--- src/rtl/pc_sequencer_pkg.sv ---
// pc_sequencer_pkg: instruction encoding and sequencer state types shared by
// the program-counter sequencer, its return stack and the surrounding ICU.
//   OPC_W        opcode width
//   PROG_ADDR_W  operand width of the default program word layout
//   instruction_t  ICU opcodes
//   seq_state_t    sequencer FSM states
//   prog_word_t    {opcode, operand} program memory word
package pc_sequencer_pkg;

  localparam int OPC_W       = 4;
  localparam int PROG_ADDR_W = 8;

  typedef enum logic [OPC_W-1:0] {
    NOPO = 4'h0,
    LD   = 4'h1,
    LDC  = 4'h2,
    AND  = 4'h3,
    ANDC = 4'h4,
    OR   = 4'h5,
    ORC  = 4'h6,
    XNOR = 4'h7,
    STO  = 4'h8,
    STOC = 4'h9,
    IEN  = 4'hA,
    OEN  = 4'hB,
    JMP  = 4'hC,
    RTN  = 4'hD,
    SKZ  = 4'hE,
    NOPF = 4'hF
  } instruction_t;

  typedef enum logic [2:0] {
    IDLE    = 3'd0,
    FETCH   = 3'd1,
    LATCH   = 3'd2,
    ISSUE   = 3'd3,
    RELEASE = 3'd4,
    EVAL    = 3'd5,
    HALT    = 3'd6
  } seq_state_t;

  typedef struct packed {
    instruction_t               opcode;
    logic [PROG_ADDR_W-1:0]     operand;
  } prog_word_t;

endpackage

--- src/rtl/pc_sequencer_return_stack.sv ---
// return_stack: LIFO of return addresses for subroutine calls.
//   clk, rst       clock, synchronous active-high reset (empties the stack)
//   push, din      store din on top; ignored when full
//   pop            discard top entry; ignored when empty
//   dout           current top entry (don't care when empty)
//   empty, full    occupancy status
module return_stack #(
  parameter int DEPTH = 4,
  parameter int W     = 8
) (
  input  logic         clk,
  input  logic         rst,
  input  logic         push,
  input  logic         pop,
  input  logic [W-1:0] din,
  output logic [W-1:0] dout,
  output logic         empty,
  output logic         full
);

  localparam int CW = $clog2(DEPTH + 1);

  logic [W-1:0]  mem_q [DEPTH];
  logic [W-1:0]  mem_d [DEPTH];
  logic [CW-1:0] cnt_q, cnt_d;

  assign empty = (cnt_q == '0);
  assign full  = (cnt_q == CW'(DEPTH));

  always_comb begin
    mem_d = mem_q;
    cnt_d = cnt_q;
    dout  = '0;
    for (int i = 0; i < DEPTH; i++) begin
      if (cnt_q == CW'(i + 1)) dout = mem_q[i];
      if (push && !full && cnt_q == CW'(i)) mem_d[i] = din;
    end
    if (push && !full)       cnt_d = cnt_q + CW'(1);
    else if (pop && !empty)  cnt_d = cnt_q - CW'(1);
  end

  always_ff @(posedge clk) begin
    if (rst) cnt_q <= '0;
    else     cnt_q <= cnt_d;
  end

  // Entry contents need no reset: the count alone defines what is valid.
  always_ff @(posedge clk) begin
    mem_q <= mem_d;
  end

endmodule

--- src/rtl/pc_sequencer.sv ---
// pc_sequencer: program counter and fetch/issue stage in front of the ICU.
// Fetches {opcode, operand}, hands it to the ICU over a four-phase req/ack
// handshake, then picks the next PC from the ICU's jmp/rtn/flag_o/flag_f.
// Build option: PC_STACK_EN adds the return-address stack (JMP after a
// NOPO becomes a call, RTN pops); without it stack_ovf/stack_unf are 0.
//   clk, rst                    clock, synchronous active-high reset
//   run                         keep fetching; 0 parks in IDLE after the
//                               current instruction
//   mem_addr, mem_rd, mem_data  program memory (data one cycle after rd)
//   req, ack                    ICU handshake
//   instruction, io_addr        latched opcode/operand, stable while req=1
//   jmp, rtn, flag_o, flag_f    ICU result strobes, sampled in EVAL
//   pc, halted                  current PC, set by flag_f
//   stack_ovf, stack_unf        sticky stack error flags
//
// state   | meaning
// IDLE    | parked, waiting for run
// FETCH   | mem_rd asserted at pc
// LATCH   | program word captured into instruction/io_addr
// ISSUE   | req high until ack seen
// RELEASE | req low until ack drops
// EVAL    | ICU strobes choose the next pc
// HALT    | stopped by flag_f, only rst leaves
module pc_sequencer
  import pc_sequencer_pkg::*;
#(
  parameter int ADDR_W      = 8,
  parameter int STACK_DEPTH = 4
) (
  input  logic                    clk,
  input  logic                    rst,
  input  logic                    run,
  output logic [ADDR_W-1:0]       mem_addr,
  output logic                    mem_rd,
  input  logic [OPC_W+ADDR_W-1:0] mem_data,
  output logic                    req,
  input  logic                    ack,
  output instruction_t            instruction,
  output logic [ADDR_W-1:0]       io_addr,
  input  logic                    jmp,
  input  logic                    rtn,
  input  logic                    flag_o,
  input  logic                    flag_f,
  output logic [ADDR_W-1:0]       pc,
  output logic                    halted,
  output logic                    stack_ovf,
  output logic                    stack_unf
);

  seq_state_t        state_q, state_d;
  logic [ADDR_W-1:0] pc_q, pc_d;
  instruction_t      instr_q, instr_d;
  logic [ADDR_W-1:0] io_addr_q, io_addr_d;
  logic              halted_q, halted_d;
  logic [ADDR_W-1:0] pc_inc;

  assign pc_inc = pc_q + ADDR_W'(1);

`ifdef PC_STACK_EN
  logic              call_armed_q, call_armed_d;
  logic              ovf_q, ovf_d;
  logic              unf_q, unf_d;
  logic              stk_push, stk_pop, stk_empty, stk_full;
  logic [ADDR_W-1:0] stk_dout;

  return_stack #(.DEPTH(STACK_DEPTH), .W(ADDR_W)) u_return_stack (
    .clk   (clk),
    .rst   (rst),
    .push  (stk_push),
    .pop   (stk_pop),
    .din   (pc_inc),
    .dout  (stk_dout),
    .empty (stk_empty),
    .full  (stk_full)
  );

  assign stack_ovf = ovf_q;
  assign stack_unf = unf_q;
`else
  // Depth only sizes the stack; keep the parameter list identical in both builds.
  if (STACK_DEPTH < 1) begin : g_depth_unused
  end
  assign stack_ovf = 1'b0;
  assign stack_unf = 1'b0;
`endif

  assign mem_addr    = pc_q;
  assign mem_rd      = (state_q == FETCH);
  assign req         = (state_q == ISSUE);
  assign instruction = instr_q;
  assign io_addr     = io_addr_q;
  assign pc          = pc_q;
  assign halted      = halted_q;

  always_comb begin
    state_d   = state_q;
    pc_d      = pc_q;
    instr_d   = instr_q;
    io_addr_d = io_addr_q;
    halted_d  = halted_q;
`ifdef PC_STACK_EN
    call_armed_d = call_armed_q;
    ovf_d        = ovf_q;
    unf_d        = unf_q;
    stk_push     = 1'b0;
    stk_pop      = 1'b0;
`endif
    case (state_q)
      IDLE:    if (run) state_d = FETCH;
      FETCH:   state_d = LATCH;
      LATCH: begin
        instr_d   = instruction_t'(mem_data[ADDR_W +: OPC_W]);
        io_addr_d = mem_data[ADDR_W-1:0];
        state_d   = ISSUE;
      end
      ISSUE:   if (ack)  state_d = RELEASE;
      RELEASE: if (!ack) state_d = EVAL;
      EVAL: begin
        if (flag_f) begin
          halted_d = 1'b1;
          state_d  = HALT;
        end else begin
          if (rtn) begin
`ifdef PC_STACK_EN
            if (!stk_empty) begin
              stk_pop = 1'b1;
              pc_d    = stk_dout;
            end else begin
              unf_d = 1'b1;
              pc_d  = pc_inc;
            end
`else
            pc_d = pc_inc;
`endif
          end else if (jmp) begin
            pc_d = io_addr_q;
`ifdef PC_STACK_EN
            // A full stack drops the return address but the jump still goes.
            if (call_armed_q) begin
              if (stk_full) ovf_d    = 1'b1;
              else          stk_push = 1'b1;
            end
            call_armed_d = 1'b0;
`endif
          end else if (flag_o) begin
`ifdef PC_STACK_EN
            call_armed_d = 1'b1;
`endif
            pc_d = pc_inc;
          end else begin
            pc_d = pc_inc;
          end
          state_d = run ? FETCH : IDLE;
        end
      end
      HALT:    state_d = HALT;
      default: state_d = IDLE;
    endcase
  end

  always_ff @(posedge clk) begin
    if (rst) begin
      state_q   <= IDLE;
      pc_q      <= '0;
      instr_q   <= NOPO;
      io_addr_q <= '0;
      halted_q  <= 1'b0;
    end else begin
      state_q   <= state_d;
      pc_q      <= pc_d;
      instr_q   <= instr_d;
      io_addr_q <= io_addr_d;
      halted_q  <= halted_d;
    end
  end

`ifdef PC_STACK_EN
  always_ff @(posedge clk) begin
    if (rst) begin
      call_armed_q <= 1'b0;
      ovf_q        <= 1'b0;
      unf_q        <= 1'b0;
    end else begin
      call_armed_q <= call_armed_d;
      ovf_q        <= ovf_d;
      unf_q        <= unf_d;
    end
  end
`endif

endmodule
--- config.mk ---
export PLATFORM = sky130hd
export DESIGN_NAME = pc_sequencer
export DESIGN_NICKNAME = d
export VERILOG_FILES = /design/src/rtl/pc_sequencer_pkg.sv /design/src/rtl/pc_sequencer_return_stack.sv /design/src/rtl/pc_sequencer.sv
export SDC_FILE = /design/constraint.sdc
export NUM_CORES = 1
export LEC_CHECK = 0
export CAP_MARGIN = 25
export CELL_PAD_IN_SITES_DETAIL_PLACEMENT = 1
export CELL_PAD_IN_SITES_GLOBAL_PLACEMENT = 1
export CORE_MARGIN = 1
export CORE_UTILIZATION = 30
export DETAILED_ROUTE_END_ITERATION = 6
export PLACE_DENSITY = 0.76
export SETUP_SLACK_MARGIN = 0.02
export SLEW_MARGIN = 10
export SYNTH_ARGS = -nofsm -noshare
export SYNTH_HDL_FRONTEND = slang
export SYNTH_SLANG_ARGS = --single-unit
--- constraint.sdc ---
create_clock -name clk -period 1.6 [get_ports clk]
set_input_delay 0.32 -clock clk [delete_from_list [all_inputs] [get_ports clk]]
set_output_delay 0.32 -clock clk [all_outputs]
set_load 0.02 [all_outputs]
==> out/qor.csv, run 1 <==
metric,value,unit
cts_buffer_depth,2,
maxCapViolCount,0,
crit_family,buffers and inverters,
root_buffer,clkbuf_8,
yosysTopAreaCell,dfxtp_1,
cts_tree,built,
hold_class,reg -> reg,
hold_viol,0,
final_cells,240,
area_growth_syn_to_layout,46.4,%
final.min_clock_period,1.53,ns
finalInstanceArea,0.00182,mm2
die_area,0.00441,mm2
grt_pass1_wl,5.42,mm
fin_skew,0.00683,ns
drt-wirelength-per-cell,14.1,um
yosysWarnings,0,
yosys.area.top_type_share,38.6,%
clkSinkCount,24,
p_leak,0.874,nW
drtIter0Drc,78,
fill_cells,468,
r2r-start,mem_addr[0],
critPathBufInv,1,
overflow,0,
coreArea,0.00400,mm2
ios,53,
drc,0,
drv_slew,0,
port_buffers,49,
worst_hold_slack,0.498,ns
rsz0062_at_grt,false,
crit_chain,clkdlybuf4s50_1,
ys_ff_latch,24,
worstSetupPathType,reg -> out,
crit_path_start_kind,flop,
antenna_found_initial,0,
die_w,66.4,um
ir_drop,0.000255,V
place_inst,237,
synth_cells,144,
synth_flop_cell,dfxtp_1,
setup_viol,0,
gp_congestion,0.843,
synthTopCellsByArea,"dfxtp_1 (39%), mux2i_1 (11%), buf_4 (7.2%)",
grtUsageMet3,3.45,%
yosysSeqAreaShare,38.6,%
async_reset_ff_share,0,%
num_antenna_cells,0,
crit_slowest_cell,clkdlybuf4s50_1,
finalCritPeriodShare,95.4,%
routed_wl,3.39,mm
hpwl,2.61,mm
dpl_cell_area,0.00178,mm2
grt_max_degree,25,
grt_most_used_layer,met2,
cp.required,1.28,ns
grt_use_total,16.2,%
final_antenna_net_count,0,
cts_setup_buffers,0,
final_util,45.6,%
setup.worst_path.start,instruction[2],
start_util,31.1,%
cts_made_buffers,3,
die_h,66.4,um
syn_area,0.00124,mm2
cp.arrival,1.21,ns
yosysUniqueCellTypes,35,
nNetsFinal,213,
met1_usage,18.7,%
cts.clk_slew.worst_paths,0.08,ns
max_stage_delay,0.61,ns
avgSynthCellArea,8.65,um2
hold_path.startpoint,instruction[0],
met2_usage,29.2,%
drtPass1Iterations,4,
critical_path_peak_fanout,2,
grt_pass1_vias,1171,
p_total,1.27,mW
htree_levels,1,
fmax,655,MHz
cp-end-kind,output pin,
vias,1199,
drive_gt1_share,11.6,%
clk_latency,0.26,ns
rows,23,
p_per_area,694,mW/mm2
synth_edf_count,0,
final_cell_mix,"dfxtp_1 (21), clkdlybuf4s50_1 (21), dlygate4sd2_1 (19), nor2_1 (17), mux2i_1 (14)",
via_per_inst,5.00,
outcome,finished clean,
[per-stage QoR]
stage / setup slack (ns) / TNS (ns)
floorplan: 0.144 / 0
global placement: -0.0930 / -0.352
detailed placement: -0.128 / -0.517
CTS: 0.0220 / 0
global route: 0.0228 / 0
finish: 0.0737 / 0
[registers in the layout, indices dropped and copies added (netlist names)]
| register | flops |
|---|---|
| instruction | 4 |
| io_addr | 8 |
| state_q | 3 |
| halted | 1 |
| mem_addr | 8 |
[timing repair]
item | CTS | global route
resized for setup | 23 | 11
hold buffers | 0 | 0
setup endpoints to repair | 20 | 11
cloned | 0 | 0
[path summary, 6_finish.rpt]
check	endpoint	slack (ns)	cells after the start
min	instruction[0]	0.50	2
max	instruction[2]	0.07	1
min reg2reg	instruction[0]	0.50	2
max reg2reg	mem_addr[6]	0.20	5
[worst reg2reg max path, delay by kind of cell (launching register included)]
family / cells / cell delay [ns]
flops: 1 / 0.39
compound gates: 2 / 0.27
fa+ha+maj: 1 / 0.22
simple gates: 2 / 0.47
[where the power goes]
| group | leakage, nW | switching [mW] | internal, mW |
|---|---|---|---|
| sequential | 0.196 | 0.0172 | 0.622 |
| clock | 0.0216 | 0.184 | 0.168 |
| combinational | 0.656 | 0.129 | 0.146 |
[cells in the mapped netlist, types with 2 or more instances]
cell and number:
nand3_1 4, nor2b_1 4, a31oi_1 4, nand2_1 9, a21oi_1 9, and3_1 2
nor3b_1 3, buf_4 12, o21ai_0 9, nor3_1 4, buf_2 3, or3_1 2
dfxtp_1 24, and2_1 3, mux2i_1 14, nor2_1 17, clkbuf_1 3
[metal layers]
layer | routed length, um | share of wire, % | up-vias
li1 | - | - | 589
met1 | 1410 | 41 | 574
met2 | 1790 | 53 | 32
met3 | 174 | 5.1 | 4
met4 | 23 | 0.68 | 0
met5 | 0 | 0 | -
[logic make-up after synthesis]
kind of cell | after synthesis | synth area share [%]
buffers and inverters | 21 | 11.6
muxes | 14 | 11.3
other | 1 | 0.301
adders and majority gates | 1 | 1.00
DFF | 24 | 38.6
and+or+nand+nor | 54 | 23.4
AOI/OAI and AO/OA | 29 | 13.9
[cell type report]
cell class | instances | area, um2 | area share [%]
Inverter | 2 | 7.51 | 0.412
Multi-Input combinational cell | 100 | 624 | 34.2
Tap cell | 50 | 62.6 | 3.43
Clock buffer | 3 | 41.3 | 2.26
Sequential cell | 24 | 484 | 26.6
Timing Repair Buffer | 61 | 603 | 33.1
Note: power is estimated with default switching activity, not from simulation.
==> inputs of run 2 (changes only) <==
--- a/config.mk
+++ b/config.mk
@@ -11,6 +11,7 @@
 export CORE_MARGIN = 1
 export CORE_UTILIZATION = 30
 export DETAILED_ROUTE_END_ITERATION = 6
+export HOLD_SLACK_MARGIN = 0.02
 export PLACE_DENSITY = 0.76
 export SETUP_SLACK_MARGIN = 0.02
 export SLEW_MARGIN = 10
==> results of run 2 <==
No change in the layout: final DEF, timing and power equal those of run 1.
==> inputs of run 3 (changes only) <==
--- a/config.mk
+++ b/config.mk
@@ -5,14 +5,16 @@
 export SDC_FILE = /design/constraint.sdc
 export NUM_CORES = 1
 export LEC_CHECK = 0
+export ABC_AREA = 1
 export CAP_MARGIN = 25
 export CELL_PAD_IN_SITES_DETAIL_PLACEMENT = 1
 export CELL_PAD_IN_SITES_GLOBAL_PLACEMENT = 1
 export CORE_MARGIN = 1
-export CORE_UTILIZATION = 30
+export CORE_UTILIZATION = 32
+export CTS_BUF_LIST = sky130_fd_sc_hd__clkbuf_4
 export DETAILED_ROUTE_END_ITERATION = 6
 export HOLD_SLACK_MARGIN = 0.02
-export PLACE_DENSITY = 0.76
+export PLACE_DENSITY = 0.85
 export SETUP_SLACK_MARGIN = 0.02
 export SLEW_MARGIN = 10
 export SYNTH_ARGS = -nofsm -noshare
==> constraint.sdc (replaced) <==
create_clock -name clk -period 1.8 [get_ports clk]
set_input_delay 0.36 -clock clk [delete_from_list [all_inputs] [get_ports clk]]
set_output_delay 0.36 -clock clk [all_outputs]
set_load 0.02 [all_outputs]
==> run 3 against run 2 <==
Effect of this change:
- area after synthesis increased by 0.50%
- sequential share of layout area rose by 0.32 points
- hold slack worse by 0.022 ns
- non-clock buffer count is 8 lower
- global-route usage up 0.10 points
- sequential cell count is the same
- total power grew 19%
- count of clock-buffer cells in the layout stayed put
- combinational power increased by 69%
- critical path depth is the same
- die area fell by 5.6%
- core utilization grew 2.8 points
- largest cell class unchanged
==> out/qor.csv, run 3 <==
metric,value,unit
p_per_area,836,mW/mm2
outcome,finished clean,
ir_drop,0.000394,V
synth-adder-area-share,1.00,%
finalInstanceArea,0.00180,mm2
hold_viol,0,
yosysTopAreaCell,dfxtp_1,
die_h,64.5,um
cts.clk_slew.worst_paths,0.14,ns
final_util,48.4,%
start_util,33.7,%
grt_use_total,16.3,%
hold_class,reg -> reg,
overflow,0,
final_antenna_net_count,0,
synth-simple-area-share,24.3,%
cp.arrival,1.35,ns
avgSynthCellArea,6.80,um2
synthTopCellsByArea,"dfxtp_1 (38%), nand2_1 (10%), a21oi_1 (8.4%)",
crit_slowest_cell,clkdlybuf4s50_1,
hpwl,2.38,mm
worst_hold_slack,0.476,ns
htree_levels,1,
port_buffers,49,
drive_gt1_share,7.05,%
fill_cells,482,
setup-tns-final,0,ns
crit_path_start_kind,flop,
cts_tree,built,
setup_viol,0,
synth_top_family_by_area,simple AND/OR/NAND/NOR gates,
fin_ws,0.0950,ns
cts_buffer_depth,2,
ys_ff_latch,24,
vias,1273,
yosysUniqueCellTypes,20,
yosysSeqAreaShare,38.4,%
root_buffer,clkbuf_4,
critPathBufInv,1,
cts_made_buffers,3,
rsz0062_at_grt,true,
yosys.area.top_type_share,38.4,%
drtIter0Drc,24,
grt_max_degree,19,
rows,22,
fmax,586,MHz
crit_family,buffers and inverters,
drv_slew,0,
final_cell_mix,"nand2_1 (34), clkdlybuf4s50_1 (30), inv_1 (25), nor2_1 (22), dfxtp_1 (22)",
synth_mux_area_share,0,%
nNetsFinal,249,
synth_edf_count,0,
synthXorXnorAreaFrac,0,%
final_cells,275,
p_leak,0.942,nW
cts_hold_buffers,0,
antenna_found_initial,0,
finalCritPeriodShare,94.7,%
gp_congestion,0.836,
synth_compound_area_share,19.3,%
die_w,64.5,um
clk_latency,0.32,ns
critical_path_peak_fanout,3,
layout_commonest_cell,nand2_1,
cp.required,1.44,ns
worstSetupPathType,reg -> out,
routed_wl,3.19,mm
cts_setup_buffers,0,
dpl_cell_area,0.00172,mm2
crit_chain,clkdlybuf4s50_1,
via_per_inst,4.63,
async_reset_ff_share,0,%
drc,0,
syn_area,0.00125,mm2
p_total,1.50,mW
die_area,0.00416,mm2
yosysMostFrequentCell,nand2_1,
place_inst,271,
area_growth_syn_to_layout,43.6,%
synth_cells,184,
ios,53,
dp_slack,0.130,ns
grt_pass1_vias,1150,
num_antenna_cells,0,
cp-end-kind,output pin,
maxCapViolCount,0,
grt_pass1_wl,5.33,mm
clkSinkCount,24,
yosysWarnings,0,
drt-wirelength-per-cell,11.6,um
synth_common_cells,"nand2_1 (34), inv_1 (25), dfxtp_1 (24), nor2_1 (22), a21oi_1 (21)",
max_stage_delay,0.62,ns
fin_skew,0.00891,ns
synth_flop_cell,dfxtp_1,
coreArea,0.00372,mm2
final.min_clock_period,1.71,ns
drtPass1Iterations,4,
[run 3: cell types whose count changed after synthesis, moves of 4 or more]
cell      change
nor2_1        +5
inv_1        +24
nand2_1      +25
nand3_1       +7
nor3_1        -4
o211ai_1      +4
o21ai_0      +11
a21oi_1      +12
nor2b_1       -4
mux2i_1      -14
[run 3: metal layers]
metal	routed length [um]	up-vias	GRT usage [%]
met5	0	-	0
met4	26	0	5.00
met3	187	2	3.35
met2	1420	38	26.7
met1	1560	568	21.4
li1	-	665	-
[run 3: layout make-up]
class | instances | area, um2 | share of cell area [%]
multi-input cells | 120 | 566 | 31.5
repair buffers | 53 | 538 | 29.9
flip-flops and latches | 24 | 483 | 26.9
inverters | 26 | 97.6 | 5.43
well taps | 48 | 60.1 | 3.34
clock inverters | 1 | 30.0 | 1.67
clock buffers | 3 | 22.5 | 1.25
[run 3: cells by family after synthesis]
kind of cell,count (synthesis)
flip-flops,24
AND/OR/NAND/NOR,71
AO/OA/AOI/OAI,46
other,1
adder cells (fa/ha/maj),1
buffers and inverters,41
[run 3: path summary, 6_finish.rpt]
check	from	end	slack (ns)	depth (start not counted)
max	io_addr[0]	io_addr[0]	0.09	1
min reg2reg	io_addr[3]	io_addr[3]	0.48	2
max reg2reg	state_q[0]	instruction[3]	0.41	6
min	io_addr[3]	io_addr[3]	0.48	2
[run 3: tightest hold or removal path, stage by stage, from the launching register on]
cell     delay, ns
dfxtp_1       0.34
inv_1         0.06
a21oi_1       0.05
[run 3: power by group]
group / switching (mW) / total (mW) / internal, mW / leakage, nW
registers: 0.0460 / 0.643 / 0.597 / 0.196
logic: 0.260 / 0.462 / 0.203 / 0.718
clock network: 0.172 / 0.397 / 0.225 / 0.0279
[run 3: what timing repair did]
item | CTS | global route
hold endpoints to repair | 0 | 0
endpoints found under the setup margin | 8 | 14
resized for setup | 7 | 16
gates cloned | 0 | 0
